### src/rtl/vga_timing_gen.sv
// VGA raster timing: free-running h/v counters, pixel requests and a
// PIPE_LAT-aligned sync/DE/colour output stage. Macro VGA_TEST_PATTERN_EN swaps client colour for 8 vertical bars.
module vga_timing_gen #(
    parameter int   H_SYNC   = 96,
    parameter int   H_BP     = 48,
    parameter int   H_VIS    = 640,
    parameter int   H_FP     = 16,
    parameter int   V_SYNC   = 2,
    parameter int   V_BP     = 33,
    parameter int   V_VIS    = 480,
    parameter int   V_FP     = 10,
    parameter logic HS_POL   = 1'b0,
    parameter logic VS_POL   = 1'b0,
    parameter int   COLOR_W  = 4,
    parameter int   CNT_W    = 10,
    parameter int   PIPE_LAT = 1
) (
    input  logic               clk_vga,
    input  logic               rst_vga,
    input  logic [COLOR_W-1:0] i_r,
    input  logic [COLOR_W-1:0] i_g,
    input  logic [COLOR_W-1:0] i_b,
    output logic               o_req,
    output logic [CNT_W-1:0]   o_x,
    output logic [CNT_W-1:0]   o_y,
    output logic               o_line_start,
    output logic               o_frame_start,
    output logic               o_vga_hs,
    output logic               o_vga_vs,
    output logic               o_vga_de,
    output logic [COLOR_W-1:0] o_vga_r,
    output logic [COLOR_W-1:0] o_vga_g,
    output logic [COLOR_W-1:0] o_vga_b
);
    localparam int H_TOT = H_SYNC + H_BP + H_VIS + H_FP;
    localparam int V_TOT = V_SYNC + V_BP + V_VIS + V_FP;

    localparam logic [CNT_W-1:0] H_SYNC_C  = CNT_W'(H_SYNC);
    localparam logic [CNT_W-1:0] H_START_C = CNT_W'(H_SYNC + H_BP);
    localparam logic [CNT_W-1:0] H_END_C   = CNT_W'(H_SYNC + H_BP + H_VIS);
    localparam logic [CNT_W-1:0] H_MAX_C   = CNT_W'(H_TOT - 1);
    localparam logic [CNT_W-1:0] V_SYNC_C  = CNT_W'(V_SYNC);
    localparam logic [CNT_W-1:0] V_START_C = CNT_W'(V_SYNC + V_BP);
    localparam logic [CNT_W-1:0] V_END_C   = CNT_W'(V_SYNC + V_BP + V_VIS);
    localparam logic [CNT_W-1:0] V_MAX_C   = CNT_W'(V_TOT - 1);

    logic [CNT_W-1:0] hcnt_q, hcnt_d, vcnt_q, vcnt_d;

    always_comb begin
        hcnt_d = hcnt_q + CNT_W'(1);
        vcnt_d = vcnt_q;
        if (hcnt_q == H_MAX_C) begin
            hcnt_d = '0;
            vcnt_d = (vcnt_q == V_MAX_C) ? '0 : vcnt_q + CNT_W'(1);
        end
    end

    always_ff @(posedge clk_vga) begin
        if (rst_vga) begin
            hcnt_q <= '0;
            vcnt_q <= '0;
        end else begin
            hcnt_q <= hcnt_d;
            vcnt_q <= vcnt_d;
        end
    end

    // Request-side outputs are forced idle while reset is held, even though the counters already read zero.
    logic h_vis, v_vis, req, raw_hs, raw_vs;
    assign h_vis  = (hcnt_q >= H_START_C) && (hcnt_q < H_END_C);
    assign v_vis  = (vcnt_q >= V_START_C) && (vcnt_q < V_END_C);
    assign req    = h_vis && v_vis && !rst_vga;
    assign raw_hs = (hcnt_q < H_SYNC_C) ? HS_POL : ~HS_POL;
    assign raw_vs = (vcnt_q < V_SYNC_C) ? VS_POL : ~VS_POL;

    assign o_req         = req;
    assign o_x           = req ? hcnt_q - H_START_C : '0;
    assign o_y           = req ? vcnt_q - V_START_C : '0;
    assign o_line_start  = !rst_vga && (hcnt_q == '0);
    assign o_frame_start = o_line_start && (vcnt_q == '0);

    logic [PIPE_LAT-1:0] hs_pipe_q, vs_pipe_q, de_pipe_q;

    always_ff @(posedge clk_vga) begin
        if (rst_vga) begin
            hs_pipe_q <= {PIPE_LAT{~HS_POL}};
            vs_pipe_q <= {PIPE_LAT{~VS_POL}};
            de_pipe_q <= '0;
        end else begin
            hs_pipe_q[0] <= raw_hs;
            vs_pipe_q[0] <= raw_vs;
            de_pipe_q[0] <= req;
            for (int i = 1; i < PIPE_LAT; i++) begin
                hs_pipe_q[i] <= hs_pipe_q[i-1];
                vs_pipe_q[i] <= vs_pipe_q[i-1];
                de_pipe_q[i] <= de_pipe_q[i-1];
            end
        end
    end

`ifdef VGA_TEST_PATTERN_EN
    // Bar index travels with DE so the pattern lines up exactly like client colour would.
    localparam logic [CNT_W-1:0] BAR_W_C = CNT_W'(H_VIS / 8);
    logic [2:0] bar_raw;
    logic [2:0] bar_pipe_q [PIPE_LAT];
    assign bar_raw = 3'(o_x / BAR_W_C);

    always_ff @(posedge clk_vga) begin
        if (rst_vga) begin
            for (int i = 0; i < PIPE_LAT; i++) bar_pipe_q[i] <= '0;
        end else begin
            bar_pipe_q[0] <= bar_raw;
            for (int i = 1; i < PIPE_LAT; i++) bar_pipe_q[i] <= bar_pipe_q[i-1];
        end
    end
`endif

    logic               de_last;
    logic [COLOR_W-1:0] r_d, g_d, b_d;
    assign de_last = de_pipe_q[PIPE_LAT-1];

    always_comb begin
        r_d = '0;
        g_d = '0;
        b_d = '0;
        if (de_last) begin
`ifdef VGA_TEST_PATTERN_EN
            r_d = {COLOR_W{bar_pipe_q[PIPE_LAT-1][2]}};
            g_d = {COLOR_W{bar_pipe_q[PIPE_LAT-1][1]}};
            b_d = {COLOR_W{bar_pipe_q[PIPE_LAT-1][0]}};
`else
            r_d = i_r;
            g_d = i_g;
            b_d = i_b;
`endif
        end
    end

    logic               hs_q, vs_q, de_q;
    logic [COLOR_W-1:0] r_q, g_q, b_q;

    always_ff @(posedge clk_vga) begin
        if (rst_vga) begin
            hs_q <= ~HS_POL;
            vs_q <= ~VS_POL;
            de_q <= 1'b0;
            r_q  <= '0;
            g_q  <= '0;
            b_q  <= '0;
        end else begin
            hs_q <= hs_pipe_q[PIPE_LAT-1];
            vs_q <= vs_pipe_q[PIPE_LAT-1];
            de_q <= de_last;
            r_q  <= r_d;
            g_q  <= g_d;
            b_q  <= b_d;
        end
    end

    assign o_vga_hs = hs_q;
    assign o_vga_vs = vs_q;
    assign o_vga_de = de_q;
    assign o_vga_r  = r_q;
    assign o_vga_g  = g_q;
    assign o_vga_b  = b_q;
endmodule
### config.mk
export PLATFORM = sky130hd
export DESIGN_NAME = vga_timing_gen
export DESIGN_NICKNAME = d
export VERILOG_FILES = /design/src/rtl/vga_timing_gen.sv
export SDC_FILE = /design/constraint.sdc
export NUM_CORES = 1
export LEC_CHECK = 0
export BUFFER_PORTS_ARGS = -buffer_cell sky130_fd_sc_hd__buf_2
export CORE_MARGIN = 2
export CORE_UTILIZATION = 57
export DETAILED_ROUTE_END_ITERATION = 16
export GPL_ROUTABILITY_DRIVEN = 0
export HOLD_SLACK_MARGIN = 0.02
export PLACE_DENSITY = 0.85
export SLEW_MARGIN = 10
export SYNTH_ARGS = -nofsm -noshare
export SYNTH_HDL_FRONTEND = slang
export SYNTH_SLANG_ARGS = --single-unit
### constraint.sdc
create_clock -name clk_vga -period 4.6 [get_ports clk_vga]
set_input_delay 0.69 -clock clk_vga [delete_from_list [all_inputs] [get_ports clk_vga]]
set_output_delay 0.69 -clock clk_vga [all_outputs]
set_load 0.05 [all_outputs]
Word-level counts from Yosys, hierarchy flattened
Index checks and enable logic that the tools add are counted.
Widths: inputs -> output; s select.
{"block": "word_totals", "inputBits": 14, "reg_bits": 38, "elab_cells": 40, "out_inout_bits": 38}
{"block": "op_classes", "n_lt_le_gt_ge": 6, "n_eq_ne": 2, "muxes": 5, "reduce_logical": 11, "n_addsub": 4, "n_bitwise": 1}
{"cell": "$mux 10", "n": 3}
{"cell": "$add 10x1->10 const B", "n": 2}
{"cell": "$eq 10x10->1 const B", "n": 2}
{"cell": "$logic_not 10->1", "n": 2}
{"cell": "$lt 10x10->1 const B", "n": 2}
{"cell": "$ge 10x6->1 const B", "n": 1}
{"cell": "$ge 10x8->1 const B", "n": 1}
{"cell": "$lt 10x2->1 const B", "n": 1}
{"cell": "$lt 10x7->1 const B", "n": 1}
{"cell": "$sub 10x6->10 const B", "n": 1}
{"cell": "$sub 10x8->10 const B", "n": 1}
{"cell": "$logic_and 1x1->1", "n": 6}
{"cell": "$reduce_or 2->1", "n": 2}
{"cell": "$mux 1", "n": 2}
{"cell": "$logic_not 1->1", "n": 1}
{"cell": "$not 1->1", "n": 1}

Depth between registers and ports, before layout
Gate-level depths: netlist (run 1).
{"block": "logic_depth", "ltp_word": 5, "depth_mapped": 7, "ltp_nobuf": 6}

Least setup slack after synthesis (run 1)
Ideal clock, no wire load.
{"block": "synth_timing", "kind": "flip-flop to output port", "from": "reg hcnt_q[4]", "to": "out o_x[2]", "arrival_time_ns": 2.545, "stages_incl_launch_ff": 7, "path_slack_ns": 1.365, "n_path_buf": 0, "cell_sequence": "dfxtp_1 inv_1 ha_1 nand2b_1 a211oi_1 a2111o_1 nor3b_1"}
{"block": "synth_via", "elab_chain_len": 5, "word_cells_on_any_way": 6, "classes_between": "order compare: 2; mux: 1; reduce/logical: 3"}
{"element": "start: declaration", "line": "47", "text": "logic [CNT_W-1:0] hcnt_q, hcnt_d, vcnt_q, vcnt_d;"}
{"element": "start signal: assignment", "line": "63", "text": "hcnt_q <= hcnt_d;"}
{"element": "$ge 10x8->1 / $lt 10x10->1 (equally long branches)", "line": "70", "text": "assign h_vis = (hcnt_q >= H_START_C) && (hcnt_q < H_END_C);"}
{"element": "$logic_and 1x1->1 *", "line": "70"}
{"element": "$logic_and 1x1->1 * (2 in series)", "line": "72", "text": "assign req = h_vis && v_vis && !rst_vga;"}
{"element": "$mux 10 *", "line": "77", "text": "assign o_x = req ? hcnt_q - H_START_C : '0;"}
{"element": "end: declaration", "line": "24", "text": "output logic [CNT_W-1:0] o_x,"}
Mark *: on every way between the ends. The rest lies on a longest branch, timed or not.

Worst setup path in the final report (run 1)
Ends and elaborated chain as after synthesis.

==> key figures, run 1 <==
Run status
  • Status: finished clean

Final layout
  • Number of diodes: 0
  • Synth-to-Final Area Change: 16.0%
  • Ratio of cells with drive above 1 in the final layout: a little under a third
  • Fill cell count: 295
  • Nets: 294
  • Most common cell after layout, fill and taps aside: buf_2
  • Commonest non-fill, non-tap cells in the layout: buf_2, dfxtp_1, nor2_1
  • Fin area: approximately 2400 um2

Global route
  • Grt ovf: 0
  • Top Usage Layer GRT: met2
  • Total GRT Usage: between 20% and 30%
  • Met1 GRT Util: about a quarter
  • First-pass GRT wire length: between 7000 and 8000 um
  • Largest net degree at the start of global routing: 23
  • GR Layer Usage met3: 4.23%
  • Vias in the first global route: roughly 1600
  • Antenna violations before repair: 0
  • GR met2 Demand/Resource: 41.7%

Clocking
  • Clock tree root buffer cell: clkbuf_4
  • Postcts setup bufs: 0
  • CTS resizes: 0
  • H-tree levels: 2
  • Clk sinks: 38
  • Clock-pin slew on the worst setup and hold paths: around 0.11 ns
  • Post-CTS Hold Buffers: 0
  • CTS buffer count: 5
  • CTS Buffer Depth: 2
  • CTS tree: yes
  • Worst-Skew Late Latency: 0.35 ns

Logic synthesis
  • Synth Warn #: 0
  • Number of flops mapped to enable cells by yosys: 0
  • Sequential area share after synthesis: 36.9%
  • Post-Syn Area: 2060 um2
  • XOR/XNOR Fraction of Synth Area: a little under a tenth
  • Top FF cell, synth: dfxtp_1
  • Simple-gate portion of the synthesized area: between 30% and 40%
  • Post-synth ARST share: 0%
  • Largest family of logic cells by synthesized area: simple AND/OR/NAND/NOR gates
  • Distinct cell type count after synthesis: 39
  • Post-synthesis mux area share: 0%
  • Synth Area in Compound Gates: 7.94%
  • Syn_area_per_cell: 8.93 um2
  • Post-Synth Adder-Cell Area: 4.85%
  • Syn_nets: about 250
  • Syn Inst Count: 231
  • Yosys reg bits: 38

Setup path
  • Crit end category: output pin
  • CP Data Required Time: 3.91 ns
  • Critical path arrival: 2.88 ns
  • Worst Setup SP: hcnt_q[4]$_SDFF_PP0_
  • Worst reg-to-reg path cell count: 6
  • Worst setup SP type: flip-flop
  • Flop2flop setup slack: 2.33 ns
  • Worst Setup EP: o_x[2]
  • Max FO, Critical Path: 22
  • FF-to-FF End: de_last$_SDFF_PP0_
  • Reg-to-reg startpoint: vcnt_q[0]$_SDFFE_PP0P_
  • Crit Path Category: reg2out

Worst hold path
  • Hold WC Path Type: reg2reg

STA
  • Highest clock rate: approximately 280 MHz
  • Unrepaired setup endpoints after global routing: false
  • Max Slew Vio Count: 0
  • Clock skew: 0.0104 ns
  • Worst Max-Slew Pin Slew: 1.05 ns
  • Min Tclk post-route: 3.57 ns
  • Setup total negative slack: 0 ns
  • Final worst path period share: just under 80%
  • Final hold violation count: 0
  • Final setup vio count: 0
  • Rel. slew slack: 30.1%

Place
  • DPL Wire Length: between 3000 and 4000 um
  • Placed Area: 2290 um2
  • Port bufs: 51

Route
  • DR WL/cell: 14.0 um
  • Routed wire length: around 4500 um
  • Detailed Routing Iterations Pass 1: 4
  • DR vias: 1760
  • Via density: between 5 and 6
  • DRC violations left: 0
  • First DRT Iteration DRCs: just over 100
  • ANT nets after route: 0

Floorplan
  • Starting Density: 60.4%
  • Die width: between 60 and 70 um
  • Die ar.: 4120 um2
  • Cell row count: 21
  • Vert. Die Dim: 64.2 um
  • Core area: approximately 3400 um2
  • IO Pins: 52

Flow run
  • Max-Cap Viols: 0

Power and ir drop
  • Power per cell area: 273 nW/um2
  • Worst vdd ir: 0.206 mV
  • Static leakage: 1.00 nW
## synthesized netlist by cell type (all sizes together), types with 2 or more instances
| library cell | n | area share, % |
|---|---|---|
| nor3b | 4 | 1.7 |
| o21ai | 5 | 1.2 |
| nand3b | 2 | 0.73 |
| nand3 | 7 | 1.9 |
| or2 | 2 | 0.61 |
| nor3 | 24 | 10 |
| and4 | 2 | 0.85 |
| xor2 | 7 | 3.0 |
| inv | 7 | 1.3 |
| a21oi | 13 | 3.3 |
| ha | 8 | 4.9 |
| xnor2 | 15 | 6.4 |
| or3 | 7 | 2.1 |
| buf | 11 | 3.4 |
| dfxtp | 38 | 37 |
| nor2 | 19 | 3.5 |
| and2 | 13 | 3.9 |
| clkbuf | 7 | 1.3 |
| nand4 | 7 | 2.1 |
| and3 | 7 | 2.1 |
| a2111o | 2 | 1.1 |
| nand2b | 4 | 1.2 |
| nand2 | 10 | 1.8 |
| nor4 | 2 | 0.91 |
## power breakdown
group	leakage (nW)	internal, W	switching, W
combinational	0.637	0.0000114	0.0000223
clock	0.0554	0.000170	0.000114
sequential	0.308	0.000333	0.00000246
total	1.00	0.000514	0.000139
## cells by family (layout without fill, tap and decap cells)
logic type	Yosys count	in the layout
AOI/OAI and AO/OA	25	25
xor gates and xnor gates	22	22
adders and majority gates	8	8
buffers and inverters	25	67
DFF	38	38
and+or+nand+nor	113	113
## cell type report
class / count / area, um2 / area share (%)
Multi-Input combinational cell: 168 / 1180 / 49.3
Inverter: 7 / 26.3 / 1.10
Clock buffer: 5 / 37.5 / 1.57
Tap cell: 46 / 57.6 / 2.40
Clock inverter: 3 / 68.8 / 2.88
Timing Repair Buffer: 52 / 263 / 11.0
Sequential cell: 38 / 761 / 31.8
## worst min path at each step
stage	from	endpoint	slack, ns	depth (start not counted)
2_1_floorplan	hs_pipe_q$_SDFF_PP1_	o_vga_hs$_SDFF_PP1_	0.39	1
3_5_place_dp	hs_pipe_q$_SDFF_PP1_	o_vga_hs$_SDFF_PP1_	0.40	1
5_1_grt	vs_pipe_q$_SDFF_PP1_	o_vga_vs$_SDFF_PP1_	0.44	1
4_1_cts	hs_pipe_q$_SDFF_PP1_	o_vga_hs$_SDFF_PP1_	0.43	1
6_report	hs_pipe_q$_SDFF_PP1_	o_vga_hs$_SDFF_PP1_	0.42	1
3_3_place_gp	hs_pipe_q$_SDFF_PP1_	o_vga_hs$_SDFF_PP1_	0.39	1
## flip-flops by register name, indices dropped and copies added (netlist names)
register,cells
vcnt_q,10
de_last,1
o_vga_de,1
o_vga_b,4
hs_pipe_q,1
o_vga_g,4
o_vga_hs,1
hcnt_q,10
o_vga_r,4
vs_pipe_q,1
o_vga_vs,1
## metrics by stage
stage          std cells  utilization [%]  hold slack (ns)  setup slack, ns  total power [W]
2_1_floorplan        231                -            0.389             1.36         0.000364
3_3_place_gp         311             67.0            0.391             1.51         0.000375
3_5_place_dp         311             67.0            0.398             1.39         0.000376
4_1_cts              319             70.1            0.426            0.992         0.000654
5_1_grt              319             70.1            0.437            0.846         0.000675
6_report             319             70.1            0.424             1.03         0.000654
## worst max-delay path, stage by stage (launching register included)
cell,delay [ns]
dfxtp_1,0.49
inv_1,0.12
ha_1,0.26
nand2b_1,0.10
a211oi_1,0.07
a2111o_1,0.84
nor3b_1,0.34
buf_2,0.31
## per-layer routing
layer / vias up / wire [um]
met1: 840 / 1890
met4: 0 / 57
met3: 8 / 157
met5: - / 0
li1: 874 / -
met2: 38 / 2360
Power figures use the tool's default switching activity.
==> inputs of run 2 (changes only) <==
--- a/config.mk
+++ b/config.mk
@@ -5,13 +5,14 @@
 export SDC_FILE = /design/constraint.sdc
 export NUM_CORES = 1
 export LEC_CHECK = 0
+export ABC_AREA = 1
 export BUFFER_PORTS_ARGS = -buffer_cell sky130_fd_sc_hd__buf_2
 export CORE_MARGIN = 2
-export CORE_UTILIZATION = 57
+export CORE_UTILIZATION = 53
 export DETAILED_ROUTE_END_ITERATION = 16
 export GPL_ROUTABILITY_DRIVEN = 0
 export HOLD_SLACK_MARGIN = 0.02
-export PLACE_DENSITY = 0.85
+export PLACE_DENSITY = 0.79
 export SLEW_MARGIN = 10
 export SYNTH_ARGS = -nofsm -noshare
 export SYNTH_HDL_FRONTEND = slang
==> constraint.sdc (replaced) <==
create_clock -name clk_vga -period 3.3 [get_ports clk_vga]
set_input_delay 0.495 -clock clk_vga [delete_from_list [all_inputs] [get_ports clk_vga]]
set_output_delay 0.495 -clock clk_vga [all_outputs]
set_load 0.05 [all_outputs]
==> run 2 against run 1 <==
  * Critical path type unchanged
  * Hold slack got worse by 0.016 ns
  * Largest power group unchanged
  * Count of clock-buffer cells in the layout unchanged
  * Synthesized cell count increased by 31%
  * Synthesized area increased by 2.5%
  * Combinational power increased by 52%
  * Wire length increased by 3.5%
  * Power increased by 26%
  * Largest cell class unchanged
  * Sequential share of layout area decreased by 0.75 points
==> key figures, run 2 <==
Run status
  • Status: finished clean

Logic synthesis
  • Syn Inst Count: 303
  • Distinct cell type count after synthesis: 30
  • Area share of the largest cell type after synthesis: 36.0%
  • Sequential area share after synthesis: 36.0%
  • Syn_area_per_cell: ~7 um2
  • Post-synthesis mux area share: 0%
  • Top FF cell, synth: dfxtp_1
  • Synth Area in Compound Gates: 4.97%
  • Simple-gate portion of the synthesized area: 39.5%
  • Yosys top cell by area: dfxtp_1
  • Post-synth ARST share: 0%
  • Cells taking the most area after synthesis: dfxtp_1, nand2_1, inv_1
  • Top post-synthesis cells by count: nand2_1, inv_1, nor2_1, dfxtp_1, nand3_1
  • Top-count cell post-synth: nand2_1
  • Number of flops mapped to enable cells by yosys: 0
  • Post-Syn Area: 2120 um2
  • Synth Warn #: 0
  • Syn_nets: ~330
  • Largest family of logic cells by synthesized area: simple AND/OR/NAND/NOR gates
  • Yosys reg bits: 38
  • Post-Synth Adder-Cell Area: 4.73%
  • XOR/XNOR Fraction of Synth Area: 3.31%

STA
  • Worst Max-Slew Pin Slew: 0.697 ns
  • Setup total negative slack: 0 ns
  • Max Slew Vio Count: 0
  • Final hold violation count: 0
  • Min Tclk post-route: 2.96 ns
  • Final setup vio count: 0
  • Rel. slew slack: between 50 and 60%
  • Unrepaired setup endpoints after global routing: false
  • Highest clock rate: about 340 MHz
  • Final worst path period share: between 80 and 90%
  • Clock skew: 0.00811 ns
  • Hold Slack: 0.409 ns

Final layout
  • Commonest non-fill, non-tap cells in the layout: nand2_1, buf_2, inv_1
  • Number of diodes: 0
  • Ratio of cells with drive above 1 in the final layout: 28.0%
  • Nets: 376
  • Register area: 761 um2
  • Biggest regs: hcnt_q: 10 flops, vcnt_q: 10 flops
  • Multi-input gate area: around 1100 um2
  • Most common cell after layout, fill and taps aside: nand2_1
  • Fill cell count: 362
  • Synth-to-Final Area Change: 15.8%

Power and ir drop
  • Sw Pwr: between 0.00015 and 0.0002 W
  • Seq pwr share: 56.8%
  • Switching Share: 24.3%
  • Power per cell area: 335 nW/um2
  • Static leakage: 1.34 nW
  • Cell Int Power: 0.000622 W
  • Clock share of power: 36.9%
  • Combinational power share: 6.2%
  • Worst vdd ir: between 0.2 and 0.25 mV

Setup path
  • Worst Setup SP: hcnt_q[4]$_SDFF_PP0_
  • CP Data Required Time: approximately 2.8 ns
  • Worst reg-to-reg path cell count: 9
  • Reg-to-reg startpoint: hcnt_q[4]$_SDFF_PP0_
  • Flop2flop setup slack: 1.31 ns
  • Crit Path Category: reg2out
  • Worst Setup EP: o_y[2]
  • Crit end category: output pin
  • FF-to-FF End: de_last$_SDFF_PP0_
  • Worst setup SP type: flip-flop
  • Max FO, Critical Path: 22
  • Critical path arrival: 2.47 ns

Route
  • Via density: 4.97
  • Detailed Routing Iterations Pass 1: 4
  • M1 WL: 1910 um
  • DR WL met2: between 2000 and 2500 um
  • DR vias: 1996
  • Routed wire length: approximately 4600 um
  • WL met3: between 200 and 250 um
  • Top layer used by detailed routing: met4
  • DR WL/cell: 11.5 um
  • ANT nets after route: 0
  • First DRT Iteration DRCs: 96
  • DRC violations left: 0

Clocking
  • Post-CTS Hold Buffers: 0
  • H-tree levels: 2
  • CTS resizes: 0
  • CTS tree: yes
  • Clock tree root buffer cell: clkbuf_8
  • Postcts setup bufs: 0
  • Clk sinks: 38
  • Clock-pin slew on the worst setup and hold paths: 0.07 ns
  • Worst-Skew Late Latency: 0.29 ns
  • CTS Buffer Depth: 2
  • CTS buffer count: 5

Floorplan
  • Die ar.: 4510 um2
  • Cell row count: 22
  • Die width: 67.2 um
  • Starting Density: 56.5%
  • Vert. Die Dim: 67.2 um
  • Core area: between 3000 and 4000 um2
  • IO Pins: 52

Global route
  • Total GRT Usage: 21.8%
  • First-pass GRT wire length: 7470 um
  • Vias in the first global route: roughly 1800
  • Antenna violations before repair: 0
  • Grt ovf: 0
  • Largest net degree at the start of global routing: 23

Flow run
  • Max-Cap Viols: 0

Place
  • DPL Wire Length: 3490 um
  • Port bufs: slightly above 50

Worst hold path
  • Hold WC Path Type: reg2reg
[run 2: cell families (layout without fill, tap and decap cells)]
kind of cell	Yosys count	in the layout
simple gates	174	174
buf+inv	56	107
flops	38	38
compound gates	19	19
fa+ha+maj	8	8
xor+xnor	8	8
[run 2: worst min path at each step]
stage | start | slack (ns) | cells after the start | endpoint
after floorplan | hs_pipe_q$_SDFF_PP1_ | 0.39 | 1 | o_vga_hs$_SDFF_PP1_
after global placement | vs_pipe_q$_SDFF_PP1_ | 0.39 | 1 | o_vga_vs$_SDFF_PP1_
after detailed placement | vs_pipe_q$_SDFF_PP1_ | 0.40 | 1 | o_vga_vs$_SDFF_PP1_
after CTS | i_r[0] | 0.41 | 3 | o_vga_r[0]$_SDFF_PP0_
after global routing | i_g[3] | 0.41 | 3 | o_vga_g[3]$_SDFF_PP0_
final | vs_pipe_q$_SDFF_PP1_ | 0.41 | 1 | o_vga_vs$_SDFF_PP1_
[run 2: final cells by class]
| type | instances | area share, % |
|---|---|---|
| well taps | 48 | 2.45 |
| multi-input cells | 209 | 45.3 |
| repair buffers | 51 | 10.4 |
| clock buffers | 5 | 2.81 |
| inverters | 49 | 7.55 |
| flip-flops and latches | 38 | 31.0 |
| clock inverters | 2 | 0.408 |
[run 2: metal layers]
layer  up-vias  track usage [%]
li1       1028                -
met1       883             25.1
met2        69             37.5
met3        16             6.67
met4         0             9.18
met5         -                0
[run 2: power groups by stage]
stage	Clock, W	Combinational (W)	Sequential (W)
6_report	0.000304	0.0000512	0.000467
5_1_grt	0.000329	0.0000567	0.000467
4_1_cts	0.000309	0.0000519	0.000467
3_5_place_dp	0	0.0000516	0.000478
3_3_place_gp	0	0.0000506	0.000478
2_1_floorplan	0	0.0000325	0.000482
[run 2: worst max-delay path, stage by stage, from the launching register on]
cell     delay (ns)
dfxtp_1        0.43
inv_1          0.15
ha_1           0.25
inv_1          0.09
o21ai_1        0.09
nand2_1        0.08
nor2_1         0.04
nor2_2         0.12
nand2_2        0.40
nor2_2         0.21
buf_2          0.29
[run 2: stage by stage]
step / util (%) / worst slack (ns) / instances / total power (W) / instance area [um2]
finish: 65.5 / 0.338 / 402 / 0.000822 / 2450
global route: 65.5 / 0.135 / 402 / 0.000853 / 2450
CTS: 65.5 / 0.320 / 402 / 0.000828 / 2450
detailed placement: 63.4 / 0.655 / 395 / 0.000529 / 2370
global placement: 63.4 / 0.774 / 395 / 0.000528 / 2370
floorplan: - / 0.213 / 303 / 0.000514 / 2120
